--- src/rtl/bram_stream_reader.sv ---
// Read-side sequencer for a registered-output block RAM: issues a burst of
// addresses, absorbs the 1-cycle read latency and replays words on a valid/ready stream.
module bram_stream_reader #(
  parameter int DATA_WIDTH    = 8,
  parameter int ADDRESS_WIDTH = 10
) (
  input  logic                     clk,
  input  logic                     rst,
  input  logic                     start,
  input  logic [ADDRESS_WIDTH-1:0] base_addr,
  input  logic [ADDRESS_WIDTH:0]   length,
  output logic [ADDRESS_WIDTH-1:0] ram_addr,
  input  logic [DATA_WIDTH-1:0]    ram_data,
  output logic [DATA_WIDTH-1:0]    m_data,
  output logic                     m_valid,
  input  logic                     m_ready,
  output logic                     m_last,
  output logic                     busy,
  output logic                     done
);

  localparam int FIFO_DEPTH = 4;
  localparam logic [ADDRESS_WIDTH-1:0] ADDR_ONE = 1;
  localparam logic [ADDRESS_WIDTH:0]   LEN_ONE  = 1;
  localparam logic [ADDRESS_WIDTH:0]   LEN_ZERO = '0;

  typedef enum logic [1:0] {
    IDLE  = 2'd0,
    RUN   = 2'd1,
    DRAIN = 2'd2,
    DONE  = 2'd3
  } state_t;

  state_t state_q, state_d;

  logic [ADDRESS_WIDTH-1:0] next_addr_q;
  logic [ADDRESS_WIDTH:0]   remaining_q;

  logic                     vld_p1, vld_p2;
  logic                     last_p1, last_p2;

  logic [DATA_WIDTH-1:0]    fifo_data [FIFO_DEPTH];
  logic [FIFO_DEPTH-1:0]    fifo_last;
  logic [1:0]               wr_ptr_q, rd_ptr_q;
  logic [2:0]               count_q;

  logic                     issue, issue_last;
  logic [ADDRESS_WIDTH-1:0] issue_addr;
  logic                     push, pop;
  logic [2:0]               inflight, occupancy;
  logic                     credit_ok;

  assign m_valid = (count_q != 3'd0);
  assign m_data  = fifo_data[rd_ptr_q];
  assign m_last  = m_valid & fifo_last[rd_ptr_q];
  assign pop     = m_valid & m_ready;
  assign push    = vld_p2;

  // A slot freed by this cycle's pop may be reused by this cycle's issue.
  assign inflight  = {2'b00, vld_p1} + {2'b00, vld_p2};
  assign occupancy = count_q + inflight - {2'b00, pop};
  assign credit_ok = (occupancy < 3'(FIFO_DEPTH));

  assign busy = (state_q != IDLE);
  assign done = (state_q == DONE);

  always_ff @(posedge clk or posedge rst) begin
    if (rst) state_q <= IDLE;
    else     state_q <= state_d;
  end

  always_comb begin
    state_d    = state_q;
    issue      = 1'b0;
    issue_last = 1'b0;
    issue_addr = next_addr_q;
    case (state_q)
      IDLE: begin
        if (start) begin
          if (length == LEN_ZERO) begin
            state_d = DONE;
          end else begin
            // First read goes out on the accepting edge to keep start-to-data at two cycles.
            issue      = 1'b1;
            issue_addr = base_addr;
            issue_last = (length == LEN_ONE);
            state_d    = issue_last ? DRAIN : RUN;
          end
        end
      end
      RUN: begin
        if (credit_ok) begin
          issue      = 1'b1;
          issue_last = (remaining_q == LEN_ONE);
          if (issue_last) state_d = DRAIN;
        end
      end
      DRAIN: begin
        if (!vld_p1 && !vld_p2 && (count_q == {2'b00, pop})) state_d = DONE;
      end
      DONE: begin
        state_d = IDLE;
      end
      default: state_d = IDLE;
    endcase
  end

  // Stage p0 -> p1: address issue; p1 -> p2: RAM output valid; p2 -> FIFO: capture
  always_ff @(posedge clk or posedge rst) begin
    if (rst) begin
      ram_addr    <= '0;
      next_addr_q <= '0;
      remaining_q <= '0;
      vld_p1      <= 1'b0;
      vld_p2      <= 1'b0;
      wr_ptr_q    <= 2'd0;
      rd_ptr_q    <= 2'd0;
      count_q     <= 3'd0;
    end else begin
      vld_p1 <= issue;
      vld_p2 <= vld_p1;
      if (issue) begin
        ram_addr    <= issue_addr;
        next_addr_q <= issue_addr + ADDR_ONE;
        remaining_q <= (state_q == IDLE) ? (length - LEN_ONE) : (remaining_q - LEN_ONE);
      end
      if (push) wr_ptr_q <= wr_ptr_q + 2'd1;
      if (pop)  rd_ptr_q <= rd_ptr_q + 2'd1;
      count_q <= count_q + {2'b00, push} - {2'b00, pop};
    end
  end

  always_ff @(posedge clk) begin
    last_p1 <= issue_last;
    last_p2 <= last_p1;
    if (push) begin
      fifo_data[wr_ptr_q] <= ram_data;
      fifo_last[wr_ptr_q] <= last_p2;
    end
  end

endmodule
--- config.mk ---
export PLATFORM = sky130hd
export DESIGN_NAME = bram_stream_reader
export DESIGN_NICKNAME = d
export VERILOG_FILES = /design/src/rtl/bram_stream_reader.sv
export SDC_FILE = /design/constraint.sdc
export NUM_CORES = 1
export LEC_CHECK = 0
export CAP_MARGIN = 40
export CORE_AREA = 5 5 76 130
export CTS_CLUSTER_SIZE = 25
export DETAILED_ROUTE_END_ITERATION = 8
export DIE_AREA = 0 0 81 135
export PLACE_DENSITY = 0.77
export SLEW_MARGIN = 20
export SYNTH_ARGS = -nofsm -noshare
export SYNTH_HDL_FRONTEND = slang
export SYNTH_SLANG_ARGS = --single-unit
--- constraint.sdc ---
create_clock -name clk -period 5.99 [get_ports clk]
set_input_delay 1.198 -clock clk [delete_from_list [all_inputs] [get_ports clk]]
set_output_delay 1.198 -clock clk [all_outputs]
set_load 0.05 [all_outputs]
After elaboration in Yosys (flattened, before gate mapping):

Memory sizes are Yosys's and may differ from the RTL's.
Index checks and enable logic that the tools add are counted.

* add/sub/neg operators: 10
* bitwise operators: 2
* reduce and logical (&&, ||, !) cells: 10
* magnitude comparators: 4
* eq/ne operators: 10
* muxes and demuxes: 26

Operators with widths (number)
* 10-bit two-way mux: 3
* 11-bit by 1-bit equality test with 1-bit output, second input constant: 2
* 11-bit by 1-bit subtractor with 11-bit output, second input constant: 2
* 2-bit two-way mux: 6
* 11-bit zero test: 1
* 11-bit two-way mux: 1
* 10-bit by 1-bit adder with 10-bit output, second input constant: 1
* 1-bit two-way mux: 10
* 2-bit inequality test, second input constant: 4
* 2-bit one-hot mux with 4 select lines: 1
* 2-bit by 3-bit < comparator with 1-bit output, second input constant: 2
* 3-bit by 1-bit subtractor with 3-bit output: 2
* 2-bit by 1-bit adder with 2-bit output, second input constant: 2
* 4-bit bitwise mux: 1
* 2-bit equality test, second input constant: 2
* 1-bit one-hot mux with 2 select lines: 2
* 4-bit AND reduction: 1
* 3-bit by 1-bit adder with 3-bit output: 1
* 3-bit by 2-bit adder with 3-bit output: 1
* 3-bit by 1-bit equality test with 1-bit output: 1
* 1-bit logical AND: 3
* 3-bit < comparator, second input constant: 1
* 3-bit nonzero test: 1
* 1-bit by 1-bit adder with 2-bit output: 1
* other kinds (8): 10

* memories kept: 1
* register bits after elaboration: 48
* bits in writable memories: 32
* input port bits: 33

Memory list
* fifo_data: words 4, bits a word 8, rd ports 1, clocked after Yosys merged registers in 0, write ports 1, line 42 `logic [DATA_WIDTH-1:0] fifo_data [FIFO_DEPTH];`

Longest topological paths before layout:

Gate-level depths: netlist of the first run.

* depth in word-level cells: 6
* depth in mapped cells: 13
* depth with buffers taken out: 12

Worst setup path before layout of the first run:

No wires, ideal clock.

* path kind: input-to-reg
* start point: input length[1]
* end point: register next_addr_q[6]
* library setup time: 126 ps
* arrival time: 3644 ps
* setup slack: 2220 ps
* required time: 5864 ps
* stages: 12
* buffers on the path: 2
* cells stage by stage: inv_1 > ha_1 > or3b_1 > clkbuf_1 > o311ai_1 > mux2_2 > ha_1 > clkbuf_1 > and4_1 > o211ai_1 > xor2_1 > mux2i_1

* cells in the longest elaborated chain, start to end: 5

RTL lines
* from (decl): line 11 `input logic [ADDRESS_WIDTH:0] length,`
* 11-bit zero test: line 80 `if (length == LEN_ZERO) begin`
* 10-bit two-way mux: line 80
* 10-bit two-way mux: line 79 `if (start) begin`
* 10-bit two-way mux: line 77 `case (state_q)`
* net issue_addr[0]: line 48 `logic [ADDRESS_WIDTH-1:0] issue_addr;`
* 10-bit by 1-bit adder with 10-bit output: line 124 `next_addr_q <= issue_addr + ADDR_ONE;`
* to (signal assigned): line 124
* to (decl): line 36 `logic [ADDRESS_WIDTH-1:0] next_addr_q;`

The timed path passes the listed nets, and every way through them passes these cells.
A chain may end at the register's enable or synchronous reset.

Final worst setup path of the first run:

* start point: input length[0]
* end point: register next_addr_q[8]

Same word-level chain as after synthesis.

==> metrics.txt, run 1 <==
status finished, final reports clean; final worst setup slack approximately 1.8 ns; Max FO, Critical Path 8; Top FF cell, synth dfrtp_1; drt first pass iters 4; reg-to-reg critical path startpoint count_q[1]; ANT nets after route 0; postcts setup bufs 0; share of flip-flops with an asynchronous set or reset 0.525; Via density around 5.7; HPWL Detailed 6500 µm; Layout Cells excl Fill 533; Synth Instances 362; Hold Worst Slack ~0.33 ns; fin crit share 0.696; Cell Area, Synth 0.00424 mm²; CTS Hold Bufs 0; startpoint types input pin; Synth Area per Inst 11.7 µm²; Max Cap Viol 0; Worst R2R Path Depth 13; top cells by area, synth edfxtp_1 26%, dfrtp_1 25%, ha_1 5.3%, xor2_1 5.2%, mux4_2 4.8%; start point of the critical path length[0]; met1 Usage GRT 0.207; # diodes 0; Die ar. 0.0109 mm²; CTS HTree Levels 3; area grow syn2layout 22.6%; Top Usage Layer GRT met2; Yosys reg bits 80; initial antenna violation count 0; gr usage total 0.178; share of cells above drive strength 1 0.0913; total clock sinks 80; WL per Instance 16.7 µm; clk_skew 0.00359 ns; GRT overflow 0; Fin. Hold Viols 0; CTS Buffer Depth 2; clock root cell clkbuf_16; Reg clk slew, reported paths 0.06 ns; via count 3,032; GP Congestion 0.841; placed insts 517; post-route DRC violation count 0; HP Class reg -> reg; hold depth 0; first-pass GRT wire length 15,000 µm; CTS Buf Count 9; fill count approximately 720; Initial Util 0.488; Worst Setup EP next_addr_q[8]; Setup Viol. Count Final 0; Detailed Route WL 8900 µm; # resized after CTS 0; Std-Cell Rows 45; initial DRC count 78; NumNets Final 463; post-synthesis sequential area ratio 0.513; Ys Warns 0; pwr dens 575 mW/mm²; GRT met2 Usage 0.295; unrepaired setup endpoints after global routing false; vias in the first global route 3,164; worst slack, placed 1.48 ns; R2R Path End ram_addr[0]; Final Max Slew Viols 0; Multi-input gate area 0.00189 mm²; worst vdd ir 0.388 mV; Slew headroom 0.469; IO Count 55; Worst-Margin Slew roughly 0.8 ns; Max Clk Rate ~0.24 GHz; type of destination of the critical path flip-flop; flop2flop setup slack roughly 2.7 ns; largest net degree at the start of global routing 43; P_leak 0.00207 µW; Distinct cells, synth 57; Tmin final 4.17 ns; syn_nets 414; IO buf count between 50 and 60; TNS Setup 0 ns; Required @ worst endpoint 6.18 ns; core box area 0.00867 mm²; number of flops mapped to enable cells by yosys 36; Yosys top cell by area edfxtp_1; die height approximately 140 µm; Die X 81 µm; Reg area 0.00217 mm²; WP data arrival 4.36 ns; Worst-Skew Late Latency roughly 0.33 ns; GR Util met3 0.0407; Yosys top cell area share 0.255; TritonCTS clock tree yes; crit path kind in -> reg
kinds of logic after synthesis:
family                     after synthesis  share of synthesized area
adders and majority gates               19                     0.0579
AOI/OAI and AO/OA                       70                      0.115
DFF                                     80                      0.513
and+or+nand+nor                         95                      0.121
muxes                                   28                     0.0934
buffers and inverters                   42                     0.0425
xor gates and xnor gates                28                     0.0579
worst max-delay path, cell delays in order:
cell and delay (ns):
clkdlybuf4s50_1 0.49, inv_1 0.09, ha_1 0.24, or3b_1 0.49
o311ai_1 0.55, mux2_2 0.41, ha_1 0.30, and3_1 0.20
o211ai_1 0.11, xor2_1 0.18, mux2i_1 0.10
cells in the mapped netlist, types with 3 or more instances:
cell / number
a21oi_1: 13
and2_1: 8
and3_1: 6
and4_1: 4
buf_2: 6
clkbuf_1: 9
dfrtp_1: 42
edfxtp_1: 36
ha_1: 18
inv_1: 22
mux2i_1: 17
mux4_2: 9
nand2_1: 19
nand3_1: 8
nor2_1: 21
nor3_1: 7
nor4_1: 4
o211ai_1: 5
o21ai_0: 19
o21ai_1: 5
o22ai_1: 5
o311ai_1: 6
o31ai_1: 3
or3_1: 4
xnor2_1: 3
xor2_1: 25
layer usage:
metal / up-vias / wire, µm
met2: 113 / 4540
met3: 31 / 460
met5: - / 0
li1: 1426 / -
met4: 0 / 410
met1: 1462 / 3490
power by group:
group / total, µW / switching [µW] / internal, µW
logic: 1410 / 856 / 556
registers: 959 / 183 / 776
clock network: 617 / 209 / 408
total: 2990 / 1250 / 1740
flip-flops by register name, indices dropped and copies added, names as in the netlist:
| name | cells |
|---|---|
| next_addr_q | 10 |
| state_q | 2 |
| last_p2 | 1 |
| remaining_q | 11 |
| last_p1 | 1 |
| ram_addr | 10 |
| count_q | 3 |
| wr_ptr_q | 2 |
| vld_p1 | 1 |
| fifo_data | 32 |
| rd_ptr_q | 2 |
| push | 1 |
| fifo_last | 4 |
metrics by stage:
step | cell area, µm² | total power, µW | utilization
global route | 5190 | 3180 | 0.599
finish | 5190 | 2990 | 0.599
floorplan | 4240 | 1990 | -
detailed placement | 4860 | 2390 | 0.560
CTS | 5190 | 3020 | 0.599
global placement | 4860 | 2340 | 0.560
layout by cell type (no fill, tap or decap), types with 3 or more instances in the layout:
| cell type | Yosys | final |
|---|---|---|
| ha_1 | 18 | 18 |
| nand2_1 | 19 | 19 |
| nand3_1 | 8 | 8 |
| and2_1 | 8 | 8 |
| xnor2_1 | 3 | 3 |
| clkdlybuf4s50_1 | 0 | 54 |
| or3_1 | 4 | 4 |
| nor4_1 | 4 | 4 |
| o22ai_1 | 5 | 5 |
| and4_1 | 4 | 4 |
| o211ai_1 | 5 | 5 |
| dfrtp_1 | 42 | 42 |
| nor2_1 | 21 | 21 |
| buf_4 | 0 | 3 |
| o21ai_0 | 19 | 19 |
| o31ai_1 | 3 | 3 |
| mux4_2 | 9 | 9 |
| o21ai_1 | 5 | 5 |
| and3_1 | 6 | 6 |
| mux2i_1 | 17 | 17 |
| nor3_1 | 7 | 7 |
| inv_1 | 22 | 21 |
| bufinv_16 | 0 | 3 |
| o311ai_1 | 6 | 6 |
| edfxtp_1 | 36 | 36 |
| clkbuf_16 | 0 | 9 |
| a21oi_1 | 13 | 13 |
| xor2_1 | 25 | 25 |
area by class of cell:
type / count / share of cell area
sequential: 80 / 0.418
multi-input combinational: 240 / 0.364
timing repair buffer: 57 / 0.108
clock buffer: 11 / 0.0448
tap: 117 / 0.0282
clock inverter: 5 / 0.0200
inverter: 23 / 0.0166
worst min path at each step:
stage,startpoint,end,slack (ns)
after floorplan,last_p1,last_p2,0.31
after global placement,last_p1,last_p2,0.32
after detailed placement,last_p1,last_p2,0.31
after CTS,last_p1,last_p2,0.33
after global routing,last_p1,last_p2,0.34
final,last_p1,last_p2,0.33
No activity file was read; power rests on OpenSTA's default activity.
==> run 2, diff against run 1 <==
==> constraint.sdc (replaced) <==
create_clock -name clk -period 4 [get_ports clk]
set_input_delay 0.8 -clock clk [delete_from_list [all_inputs] [get_ports clk]]
set_output_delay 0.8 -clock clk [all_outputs]
set_load 0.05 [all_outputs]
==> run 2 against run 1 <==
Compared with the run above: die area unchanged; non-clock buffer count up 6; register-to-register slack worse by 1.8 ns; worst setup slack worse by 1.4 ns; core utilization up 0.25 points; clock skew up 0.00083 ns.
==> metrics.txt, run 2 (same netlist as run 1, synthesis figures left out) <==
IO Count 55 (unchanged); Hold Worst Slack 0.334 ns (was 0.327 ns); WL per Instance 16.7 µm (about the same); Die ar. 0.0109 mm² (unchanged); area grow syn2layout 23.1% (was 22.6%); IO buf count 54 (unchanged); Max FO, Critical Path 8 (unchanged); Required @ worst endpoint 4.20 ns (was 6.18 ns); Die X 81 µm (unchanged); Initial Util 0.488 (unchanged); Tmin final 3.56 ns; type of destination of the critical path flip-flop (unchanged); CTS Buffer Depth 2 (unchanged); pwr dens 854 mW/mm² (was 575 mW/mm²); Worst-Margin Slew 0.663 ns (was 0.797 ns); final instance area 0.00521 mm² (was 0.00519 mm²); Max Clk Rate about 0.28 GHz; CTS Buf Count 9 (unchanged); crit path kind in -> reg (unchanged); die height 135 µm (unchanged); Final Max Slew Viols 0 (unchanged); # diodes 0 (unchanged); HP Class reg -> reg (unchanged); startpoint types input pin (unchanged); total clock sinks 80 (unchanged); clock root cell clkbuf_16 (unchanged); CTS HTree Levels 3 (unchanged); initial antenna violation count 0 (unchanged); Via density 5.56 (was 5.69); Std-Cell Rows 45 (unchanged); commonest non-fill, non-tap cell in the layout clkdlybuf4s50_1 (unchanged); fill count 722 (unchanged); GP Congestion 0.809 (was 0.841); most frequent cells in the layout 54 x clkdlybuf4s50_1, 42 x dfrtp_1, 36 x edfxtp_1 (unchanged); Multi-input gate area 0.00189 mm² (unchanged); Worst-Skew Late Latency 0.33 ns (about the same); Slew headroom 0.558 (was 0.469); Reg clk slew, reported paths 0.06 ns (about the same); clk_skew 0.00442 ns (was 0.00359 ns); Reg area 0.00217 mm² (unchanged); ANT nets after route 0 (unchanged); Max Cap Viol 0 (unchanged); TritonCTS clock tree yes (unchanged); via count 2,996 (was 3,032); TNS Setup 0 ns (unchanged); max reg flops 32 (unchanged); worst vdd ir 0.538 mV (was 0.388 mV); CTS Hold Bufs 0 (unchanged); vias in the first global route 3,169 (was 3,164); final worst setup slack 0.443 ns (was 1.82 ns); Regs by FF count fifo_data x32, remaining_q x11 (unchanged); worst slack, placed 0.101 ns (was 1.48 ns); postcts setup bufs 0 (unchanged); P_leak 0.00208 µW (was 0.00207 µW); WP data arrival 3.76 ns (was 4.36 ns); Setup Viol. Count Final 0 (unchanged); status finished, final reports clean (unchanged); Detailed Route WL 9010 µm (was 8900 µm); initial DRC count 83 (was 78); core box area 0.00867 mm² (unchanged); post-route DRC violation count 0 (unchanged); drt first pass iters 4 (unchanged); Fin. Hold Viols 0 (unchanged); GRT overflow 0 (unchanged); largest net degree at the start of global routing 43 (unchanged); unrepaired setup endpoints after global routing false (unchanged); share of cells above drive strength 1 0.102 (was 0.0913); Post-DP Area 0.00490 mm² (was 0.00486 mm²); NumNets Final 469 (was 463); gr usage total 0.183 (was 0.178); HPWL Detailed 6580 µm (was 6500 µm); first-pass GRT wire length 15,300 µm (was 15,000 µm); # resized after CTS 0 (unchanged); Largest Register fifo_data (unchanged); fin crit share 0.889
## run 2: cell type report
cell class,count,share of cell area
clock buffers,11,0.0446
repair buffers,63,0.117
multi-input cells,240,0.362
well taps,117,0.0281
clock inverters,5,0.0154
flip-flops and latches,80,0.417
inverters,23,0.0166
## run 2: path summary, 6_finish.rpt
kind                                  from             end  slack [ns]  cells past startpoint
worst max-delay path             length[0]  next_addr_q[6]        0.44                     11
worst min-delay path               last_p1         last_p2        0.33                      0
worst max register to register  count_q[1]     ram_addr[3]        0.92                     12
worst min register to register     last_p1         last_p2        0.33                      0
max in group asynchronous              rst  remaining_q[1]        2.71                      3
min in group asynchronous              rst     ram_addr[6]        0.90                      3
## run 2: where the power goes
group	switching (µW)	internal (µW)	total (µW)
Combinational	1300	861	2160
Sequential	272	1160	1440
Clock	310	547	857
## run 2: layer usage
layer  vias up  wire [µm]  track usage
met4         0        262       0.0771
met2        79       4790        0.314
met5         -          0            0
li1       1442          -            -
met1      1453       3580        0.210
met3        22        381       0.0494
## run 2: metrics by stage
step / total power [µW] / instances / util
after CTS: 4490 / 539 / 0.601
final: 4450 / 539 / 0.601
after floorplan: 2990 / 362 / -
after global placement: 3540 / 523 / 0.565
after detailed placement: 3610 / 523 / 0.565
after global routing: 4770 / 539 / 0.601
## run 2: worst max-delay path, stage by stage
cell	delay, ns
clkdlybuf4s50_1	0.49
inv_1	0.09
ha_1	0.23
or3b_1	0.43
o311ai_1	0.42
mux2_2	0.40
ha_1	0.29
and4_1	0.24
o211ai_1	0.11
xor2_1	0.17
mux2i_1	0.08
==> RTL change, RTL diff (config.mk and constraints of run 2) <==
Reset style: synchronous (`rst`), changed in 2 clocked blocks.
--- a/src/rtl/bram_stream_reader.sv
+++ b/src/rtl/bram_stream_reader.sv
@@ -64,7 +64,7 @@
   assign busy = (state_q != IDLE);
   assign done = (state_q == DONE);
 
-  always_ff @(posedge clk or posedge rst) begin
+  always_ff @(posedge clk) begin
     if (rst) state_q <= IDLE;
     else     state_q <= state_d;
   end
@@ -106,7 +106,7 @@
   end
 
   // Stage p0 -> p1: address issue; p1 -> p2: RAM output valid; p2 -> FIFO: capture
-  always_ff @(posedge clk or posedge rst) begin
+  always_ff @(posedge clk) begin
     if (rst) begin
       ram_addr    <= '0;
       next_addr_q <= '0;
Check against the original RTL: differs if rst is asserted again (counterexample within 4 cycles, from zero or initial values and one cycle with rst high); with rst held inactive, the same outputs for 10 cycles.
==> RTL change against run 2 <==
  * Utilization is 1.1 points lower
  * Power fell by 17%
  * Design area fell by 1.9%
  * Setup slack improved by 130 ps
  * Register-to-register slack got worse by 60 ps
  * Die area did not move
  * Sequential power shrank 17%
  * Sequential share of layout area shrank 2.5 points
  * Critical endpoint is now next_addr_q[6]
  * Largest power group unchanged
  * Sequential cell count up 2
  * Critical path type unchanged
  * Clock skew is 1.2 ps higher
  * Routed wire length is 4.1% lower
  * Area after synthesis fell by 2.0%
  * Clock power decreased by 2.5%
  * Hold slack better by 5.2 ps
==> RTL change: results <==
set metrics [dict create \
    synthTopCellsByArea "edfxtp_1, dfxtp_1, ha_1, mux4_2, a21oi_1" \
    areaGrowthSynthToFinish_pct 23.24 \
    grt_max_degree 32 \
    cp_slowest_cell "or3b_2" \
    period_share_pct 85.70 \
    final-nonclk-buf-share_pct 11.89 \
    skew_ps 5.642 \
    grt_pass1_wl_mm 14.20 \
    r2r_start "count_q[1]" \
    fill_cells 756 \
    drt_first_pass_iters 5 \
    regToRegSetupSlack_ps 860 \
    synthArstFlopShare_pct 0 \
    place_ws_ps 220.2 \
    wl_met3_um 404 \
    grt_use_met2_pct 30.79 \
    cp-endpoint "next_addr_q[6]" \
    syn_inst 390 \
    multi_input_area_um2 1969 \
    arrival_ps 3670 \
    wl_per_cell_um 15.33 \
    final-clk-cell-share_pct 5.993 \
    seq_area_um2 2002 \
    inverters 22 \
    numSequentialCells 82 \
    num-nets-final 494 \
    synth_common_cells "dfxtp_1, edfxtp_1, nor2_1, a21oi_1, o21ai_0" \
    synth_seq_area_share_pct 48.24 \
    vias_per_cell 5.466 \
    routed_wl_mm 8.644 \
    num-multi-input-gates 264 \
    drive_gt1_share_pct 10.96 \
    r2r-end "next_addr_q[5]" \
    ys_types 58 \
    synth_ff_type "dfxtp_1" \
    dp.cells 548 \
    drt-met1-wl_mm 3.213 \
    status "finished clean" \
    dp_hpwl_mm 6.503 \
    track_usage_pct 16.85 \
    met3_usage_pct 4.406 \
    syn_nets 442 \
    worstMarginPinSlew_ps 600.7 \
    drt_iter0_markers 223 \
    slowest_delay_ps 550 \
]
[RTL change: where the power goes]
part / switching, mW / leakage (nW) / internal, mW / total, mW
clock network: 0.342 / 0.153 / 0.494 / 0.836
registers: 0.162 / 0.701 / 1.04 / 1.20
logic: 0.999 / 1.05 / 0.662 / 1.66
total: 1.50 / 1.91 / 2.20 / 3.70
[RTL change: logic make-up (layout without fill, tap and decap cells)]
| group | after synthesis | in the layout | synth area share, % |
|---|---|---|---|
| buffers and inverters | 44 | 101 | 4.311 |
| multiplexers | 21 | 21 | 7.808 |
| adder cells (fa/ha/maj) | 19 | 19 | 5.909 |
| AND/OR/NAND/NOR | 107 | 107 | 13.30 |
| AO/OA/AOI/OAI | 92 | 92 | 15.16 |
| XOR/XNOR | 25 | 25 | 5.276 |
| flip-flops | 82 | 82 | 48.24 |
